$ cat src/rtl/motorola_16_slave_to_w32.sv
// 68000 bus responder: each decoded asynchronous 68000 cycle becomes one 32-bit
// Wishbone master cycle, answered on the 68000 side with _DTACK or _BERR.
module motorola_16_slave_to_w32 #(
    parameter logic [23:0] BASE_ADDR = 24'h000000,
    parameter logic [23:0] ADDR_MASK = 24'hFF0000,
    parameter int unsigned TIMEOUT   = 255
) (
    input  logic        wCLK,
    input  logic        wRST,
    input  logic        _AS,
    input  logic        _UDS,
    input  logic        _LDS,
    input  logic        R_W,
    input  logic [23:1] A,
    input  logic [15:0] D_i,
    output logic [15:0] D_o,
    output logic        D_oe,
    output logic        _DTACK,
    output logic        _BERR,
    output logic        sel,
    output logic        CYC_O,
    output logic        STB_O,
    output logic        WE_O,
    output logic [29:0] ADR_O,
    output logic [3:0]  SEL_O,
    output logic [31:0] DAT_O,
    input  logic [31:0] DAT_I,
    input  logic        ACK_I,
    input  logic        ERR_I
);

    typedef enum logic [2:0] {
        ST_IDLE,
        ST_BUS,
        ST_DONE,
        ST_FAIL,
        ST_ABORT
    } state_e;

    localparam int CNT_W = (TIMEOUT > 0) ? $clog2(TIMEOUT + 1) : 1;
    localparam logic [CNT_W:0] TIMEOUT_V = TIMEOUT[CNT_W:0];
    localparam bit TIMEOUT_EN = (TIMEOUT != 0);

    // ------------------------------------------------------------------
    // Strobe synchronizers
    // ------------------------------------------------------------------
    logic [1:0] as_sync_q;
    logic [1:0] uds_sync_q;
    logic [1:0] lds_sync_q;
    logic       as_s;
    logic       uds_s;
    logic       lds_s;

    // NOTE: synchronizers reset to 1 so an idle (high) strobe is never seen as a cycle start.
    always_ff @(posedge wCLK or posedge wRST) begin
        if (wRST) begin
            as_sync_q  <= 2'b11;
            uds_sync_q <= 2'b11;
            lds_sync_q <= 2'b11;
        end else begin
            as_sync_q  <= {as_sync_q[0], _AS};
            uds_sync_q <= {uds_sync_q[0], _UDS};
            lds_sync_q <= {lds_sync_q[0], _LDS};
        end
    end

    assign as_s  = as_sync_q[1];
    assign uds_s = uds_sync_q[1];
    assign lds_s = lds_sync_q[1];

    // ------------------------------------------------------------------
    // State and datapath registers
    // ------------------------------------------------------------------
    state_e             state_q,   state_d;
    logic [CNT_W-1:0]   cnt_q,     cnt_d;
    logic               armed_q,   armed_d;
    logic               cyc_q,     cyc_d;
    logic               we_q,      we_d;
    logic [29:0]        adr_q,     adr_d;
    logic [3:0]         wsel_q,    wsel_d;
    logic [31:0]        dat_q,     dat_d;
    logic               rd_q,      rd_d;
    logic               a1_q,      a1_d;
    logic [15:0]        dout_q,    dout_d;
    logic               doe_q,     doe_d;
    logic               dtack_n_q, dtack_n_d;
    logic               berr_n_q,  berr_n_d;
    logic               sel_q,     sel_d;

    logic               hit;
    logic               start;
    logic [CNT_W:0]     cnt_inc;
    logic               timeout_hit;
    logic [15:0]        rd_word;
    logic               rel;

    assign hit         = ((({A, 1'b0} ^ BASE_ADDR) & ADDR_MASK) == 24'h000000);
    // A new cycle needs _AS to have been seen high since the previous start.
    assign start       = armed_q && !as_s && (!uds_s || !lds_s) && hit;
    assign cnt_inc     = {1'b0, cnt_q} + {{CNT_W{1'b0}}, 1'b1};
    assign timeout_hit = TIMEOUT_EN && (cnt_inc == TIMEOUT_V);
    assign rd_word     = a1_q ? DAT_I[15:0] : DAT_I[31:16];

    always_comb begin
        // NOTE: every _d defaults to its _q first, so no branch can infer a latch.
        state_d   = state_q;
        cnt_d     = cnt_q;
        armed_d   = armed_q | as_s;
        cyc_d     = cyc_q;
        we_d      = we_q;
        adr_d     = adr_q;
        wsel_d    = wsel_q;
        dat_d     = dat_q;
        rd_d      = rd_q;
        a1_d      = a1_q;
        dout_d    = dout_q;
        doe_d     = doe_q;
        dtack_n_d = dtack_n_q;
        berr_n_d  = berr_n_q;
        sel_d     = sel_q;
        rel       = 1'b0;

        unique case (state_q)
            ST_IDLE: begin
                if (start) begin
                    state_d = ST_BUS;
                    armed_d = 1'b0;
                    cnt_d   = '0;
                    cyc_d   = 1'b1;
                    we_d    = ~R_W;
                    rd_d    = R_W;
                    a1_d    = A[1];
                    adr_d   = {8'h00, A[23:2]};
                    wsel_d  = A[1] ? {2'b00, ~uds_s, ~lds_s} : {~uds_s, ~lds_s, 2'b00};
                    dat_d   = {D_i, D_i};
                    sel_d   = 1'b1;
                end
            end

            ST_BUS: begin
                cnt_d = cnt_inc[CNT_W-1:0];
                if (ERR_I || timeout_hit) begin
                    cyc_d    = 1'b0;
                    berr_n_d = 1'b0;
                    state_d  = ST_FAIL;
                end else if (ACK_I) begin
                    cyc_d     = 1'b0;
                    dtack_n_d = 1'b0;
                    doe_d     = rd_q;
                    if (rd_q) begin
                        dout_d = rd_word;
                    end
                    state_d   = ST_DONE;
                end else if (as_s) begin
                    state_d = ST_ABORT;
                end
            end

            ST_DONE, ST_FAIL: begin
                if (as_s) begin
                    rel = 1'b1;
                end
            end

            // The CPU has gone; finish the Wishbone cycle and drop the result.
            ST_ABORT: begin
                cnt_d = cnt_inc[CNT_W-1:0];
                if (ACK_I || ERR_I || timeout_hit) begin
                    rel = 1'b1;
                end
            end

            default: begin
                rel = 1'b1;
            end
        endcase

        if (rel) begin
            state_d   = ST_IDLE;
            cyc_d     = 1'b0;
            we_d      = 1'b0;
            adr_d     = '0;
            wsel_d    = '0;
            dat_d     = '0;
            dout_d    = '0;
            doe_d     = 1'b0;
            dtack_n_d = 1'b1;
            berr_n_d  = 1'b1;
            sel_d     = 1'b0;
        end
    end

    // NOTE: sequential state uses non-blocking assignments only.
    always_ff @(posedge wCLK or posedge wRST) begin
        if (wRST) begin
            state_q   <= ST_IDLE;
            cnt_q     <= '0;
            armed_q   <= 1'b1;
            cyc_q     <= 1'b0;
            we_q      <= 1'b0;
            adr_q     <= '0;
            wsel_q    <= '0;
            dat_q     <= '0;
            rd_q      <= 1'b0;
            a1_q      <= 1'b0;
            dout_q    <= '0;
            doe_q     <= 1'b0;
            dtack_n_q <= 1'b1;
            berr_n_q  <= 1'b1;
            sel_q     <= 1'b0;
        end else begin
            state_q   <= state_d;
            cnt_q     <= cnt_d;
            armed_q   <= armed_d;
            cyc_q     <= cyc_d;
            we_q      <= we_d;
            adr_q     <= adr_d;
            wsel_q    <= wsel_d;
            dat_q     <= dat_d;
            rd_q      <= rd_d;
            a1_q      <= a1_d;
            dout_q    <= dout_d;
            doe_q     <= doe_d;
            dtack_n_q <= dtack_n_d;
            berr_n_q  <= berr_n_d;
            sel_q     <= sel_d;
        end
    end

    assign CYC_O  = cyc_q;
    assign STB_O  = cyc_q;
    assign WE_O   = we_q;
    assign ADR_O  = adr_q;
    assign SEL_O  = wsel_q;
    assign DAT_O  = dat_q;
    assign D_o    = dout_q;
    assign D_oe   = doe_q;
    assign _DTACK = dtack_n_q;
    assign _BERR  = berr_n_q;
    assign sel    = sel_q;

endmodule

$ cat config.mk
export PLATFORM = sky130hd
export DESIGN_NAME = motorola_16_slave_to_w32
export DESIGN_NICKNAME = d
export VERILOG_FILES = /design/src/rtl/motorola_16_slave_to_w32.sv
export SDC_FILE = /design/constraint.sdc
export NUM_CORES = 1
export LEC_CHECK = 0
export ABC_AREA = 0
export CORE_UTILIZATION = 46
export DETAILED_ROUTE_END_ITERATION = 8
export PLACE_DENSITY = 0.86
export SKIP_CTS_REPAIR_TIMING = 1
export SLEW_MARGIN = 25
export SYNTH_ARGS = -nofsm -noshare
export SYNTH_HDL_FRONTEND = slang
export SYNTH_SLANG_ARGS = --single-unit
$ cat constraint.sdc
create_clock -name wCLK -period 3.57 [get_ports wCLK]
set_input_delay 0.357 -clock wCLK [delete_from_list [all_inputs] [get_ports wCLK]]
set_output_delay 0.357 -clock wCLK [all_outputs]
set_load 0.02 [all_outputs]
==> summary.md <==
| Metric | Value |
|---|---|
| Switching pwr | 0.640 mW |
| Count of flip-flops with a built-in enable after synthesis | 0 |
| Area growth from synthesis to layout | 43.9% |
| Worst hold path class | register to register |
| Die Wd | 93.6 um |
| Post-synth ARST share | 1.00 |
| Final hold violations | 0 |
| Most used standard cell by instance count after synthesis | sky130_fd_sc_hd__dfrtp_1 |
| Final standard cell count with taps included and fillers excluded | 619 |
| Via count of the first global-routing pass | 3032 |
| Tmin final | 2.53 ns |
| Worst Reg-to-Reg Cells | 7 |
| Routability Congestion | 0.858 |
| Number of antenna diodes | 0 |
| Final setup TNS | 0 ns |
| Wire length of the first global-routing pass | 14800 um |
| Sink count of the clock tree | 84 |
| Cell-internal power | 1.62 mW |
| Post-synth design cell area | 0.00386 sq mm |
| Total routing usage reported by global routing | 0.220 |
| Max capacitance violation total | 0 |
| Share of layout cells above drive strength 1 | 0.101 |
| Sw Share | 0.283 |
| Drc violations | 0 |
| Critical path cell sequence | ha_1 -> xnor2_1 -> nor3_2 -> a21oi_2 -> a21oi_4 -> buf_12 -> o21ai_0 |
| Number of setup violations in the final report | 0 |
| Post-Synthesis Mean Instance Area | 10.3 sq um |
| Number of optimization iterations in the first detailed-route pass | 4 |
| Maximum vdd ir drop | 0.293 mV |
| Fin. max-slew vios | 0 |
| Port-buffer cells | 159 |
| Critical path peak fanout | 28 |
| Setup repair after global routing missed its margin | no |
| Dominant register cell in the synthesized netlist | sky130_fd_sc_hd__dfrtp_1 |
| Gr ovfl total | 0 |
| H-Tree Depth | 3 |
| Sequential fraction of the synthesis area | 0.547 |
| Die Area | 0.00876 sq mm |
| Number of buffers created by CTS | 9 |
| Delay contributed by the slowest stage of the critical path | 0.61 ns |
| Power per standard cell area | 408 mW/mm^2 |
| Die H | 93.6 um |
| DPL Wire Length | 6850 um |
| TritonCTS clock tree | done |
| Crit path launch type | register |
| Flip-flop and latch count after synthesis | 84 |
| Post-synthesis cell count | 373 |
| Pre-CTS worst setup slack | 1.04 ns |
| Top post-synthesis cells by count | 75 x sky130_fd_sc_hd__dfrtp_1, 73 x sky130_fd_sc_hd__nand2_1, 38 x sky130_fd_sc_hd__o21ai_0, 29 x sky130_fd_sc_hd__buf_4, 24 x sky130_fd_sc_hd__nor2_1 |
| Gate power share | 0.204 |
| Final wirelength | 9440 um |
| Clock transition at the registers of the reported paths | 0.09 ns |
| Dominant cell type by area after synthesis | sky130_fd_sc_hd__dfrtp_1 |
| Worst hold-check slack | 0.359 ns |
| Row count | 33 |
| Placed Cells | 603 |
| Max frequency | 0.395 GHz |
| Number of antenna violations at the first check in global routing | 0 |
| NumNets Final | 590 |
| Maximum number of pins on one net before global-route repair | 55 |
| Number of I/O pins | 168 |
| Final worst path period share | 0.710 |
| Number of buffers on the longest clock path | 2 |
| Skew-Pair Late Insertion Delay | 0.34 ns |
| Depth of the worst hold-timing path | 0 |
| ANT nets after route | 0 |
| Share of the synthesized area in the top cell type | 0.486 |
| Worst setup EP type | register |
| LEAKAGE | 2.27 nW |
| Final WS setup | 1.04 ns |
| Average wire length per cell after detail routing | 15.2 um |
| Data required time of the critical path | 3.79 ns |
| Largest cells by area after synthesis | sky130_fd_sc_hd__dfrtp_1 49%, sky130_fd_sc_hd__nand2_1 7.1%, sky130_fd_sc_hd__dfstp_2 6.1% |
| Final Skew | 0.0123 ns |
| Cell at the root of the clock tree | sky130_fd_sc_hd__clkbuf_8 |
| Arrival time of data at the critical path endpoint | 2.76 ns |
| Slew headroom | 0.410 |
| Internal reg-to-reg setup slack | 1.04 ns |
| Number of different library cells in the post-synthesis netlist | 44 |
| Starting Density | 0.472 |
| Highest-delay cell along the critical path | sky130_fd_sc_hd__a21oi_4 |
| Placeable core region | 0.00818 sq mm |
| Setup CP Type | register to register |
| Clk network pwr share | 0.296 |
| Number of filler cells placed in the layout | 617 |
| Status | finished, final reports clean |
| Vias/cell | 5.11 |
| Detailed Route Iter0 Violations | 112 |
| Total via count after detailed routing | 3161 |
| Actual transition at the worst max-transition pin | 0.886 ns |
| Sequential fraction of design power | 0.500 |
| Number of synthesis warnings | 0 |
[final timing paths]
path / from / end
worst min register to register: as_sync_q[0] / as_sync_q[1]
min in group asynchronous: wRST / D_o[11]
worst max register to register: cnt_q[0] / DAT_O[15]
max in group asynchronous: wRST / cnt_q[7]
worst max-delay path: cnt_q[0] / DAT_O[15]
worst min-delay path: as_sync_q[0] / as_sync_q[1]
[power groups by stage]
stage / Clock [mW] / Sequential [mW] / Combinational, mW
CTS: 0.687 / 1.13 / 0.469
floorplan: 0 / 1.16 / 0.238
detailed placement: 0 / 1.15 / 0.467
global route: 0.730 / 1.14 / 0.510
finish: 0.670 / 1.13 / 0.463
global placement: 0 / 1.14 / 0.454
[cell type report]
type | instances | area, sq um | share of cell area
Clock inverter | 4 | 50.0 | 0.00901
Tap cell | 105 | 131 | 0.0237
Clock buffer | 12 | 145 | 0.0261
Sequential cell | 84 | 2110 | 0.380
Timing Repair Buffer | 165 | 1650 | 0.297
Multi-Input combinational cell | 243 | 1440 | 0.260
Inverter | 6 | 23.8 | 0.00428
[metrics by stage]
step	power [mW]	area (sq um)	util
2_1_floorplan	1.40	3890	-
3_3_place_gp	1.60	5360	0.655
3_5_place_dp	1.61	5360	0.655
4_1_cts	2.29	5550	0.679
5_1_grt	2.38	5550	0.679
6_report	2.26	5550	0.679
[cell usage in the layout (no fill, tap or decap), drive strengths merged, types with 5 or more instances in the layout]
cell	n
clkdlybuf4s50	159
dfrtp	75
nand2	73
o21ai	39
nor2	27
a211oi	19
mux2i	16
clkbuf	12
and3	10
dfstp	9
nand3	9
conb	8
buf	6
nand2b	5
inv	5
[sequential cells by signal, summed over array words and instances (netlist names)]
| register | cells |
|---|---|
| ADR_O | 22 |
| DAT_O | 16 |
| D_o | 16 |
| cnt_q | 8 |
| SEL_O | 4 |
| state_q | 3 |
| as_sync_q | 2 |
| lds_sync_q | 2 |
| uds_sync_q | 2 |
| CYC_O | 1 |
| D_oe | 1 |
| WE_O | 1 |
| _BERR | 1 |
| _DTACK | 1 |
| a1_q | 1 |
| armed_q | 1 |
| rd_q | 1 |
| sel | 1 |
[cells by family (layout without fill, tap and decap cells)]
| group | Yosys count | in the layout | share of synthesized area |
|---|---|---|---|
| other | 1 | 8 | 0.000972 |
| buffers and inverters | 53 | 187 | 0.0859 |
| multiplexers | 16 | 16 | 0.0415 |
| XOR/XNOR | 4 | 4 | 0.00908 |
| flip-flops | 84 | 84 | 0.547 |
| AO/OA/AOI/OAI | 77 | 77 | 0.148 |
| adder cells (fa/ha/maj) | 2 | 2 | 0.00648 |
| AND/OR/NAND/NOR | 136 | 136 | 0.160 |
[metal layers]
layer	share of wire	GRT usage
met3	0.063	0.0488
met5	0	0
met4	0.012	0.0603
met1	0.41	0.278
met2	0.52	0.381
[worst max-delay path, delay by kind of cell (launching register included)]
kind | cells | cell delay (ns)
AOI/OAI and AO/OA | 3 | 0.94
buffers and inverters | 1 | 0.27
DFF | 1 | 0.43
and+or+nand+nor | 1 | 0.32
xor gates and xnor gates | 1 | 0.15
adders and majority gates | 1 | 0.27
(Power assumes the default switching activity.)
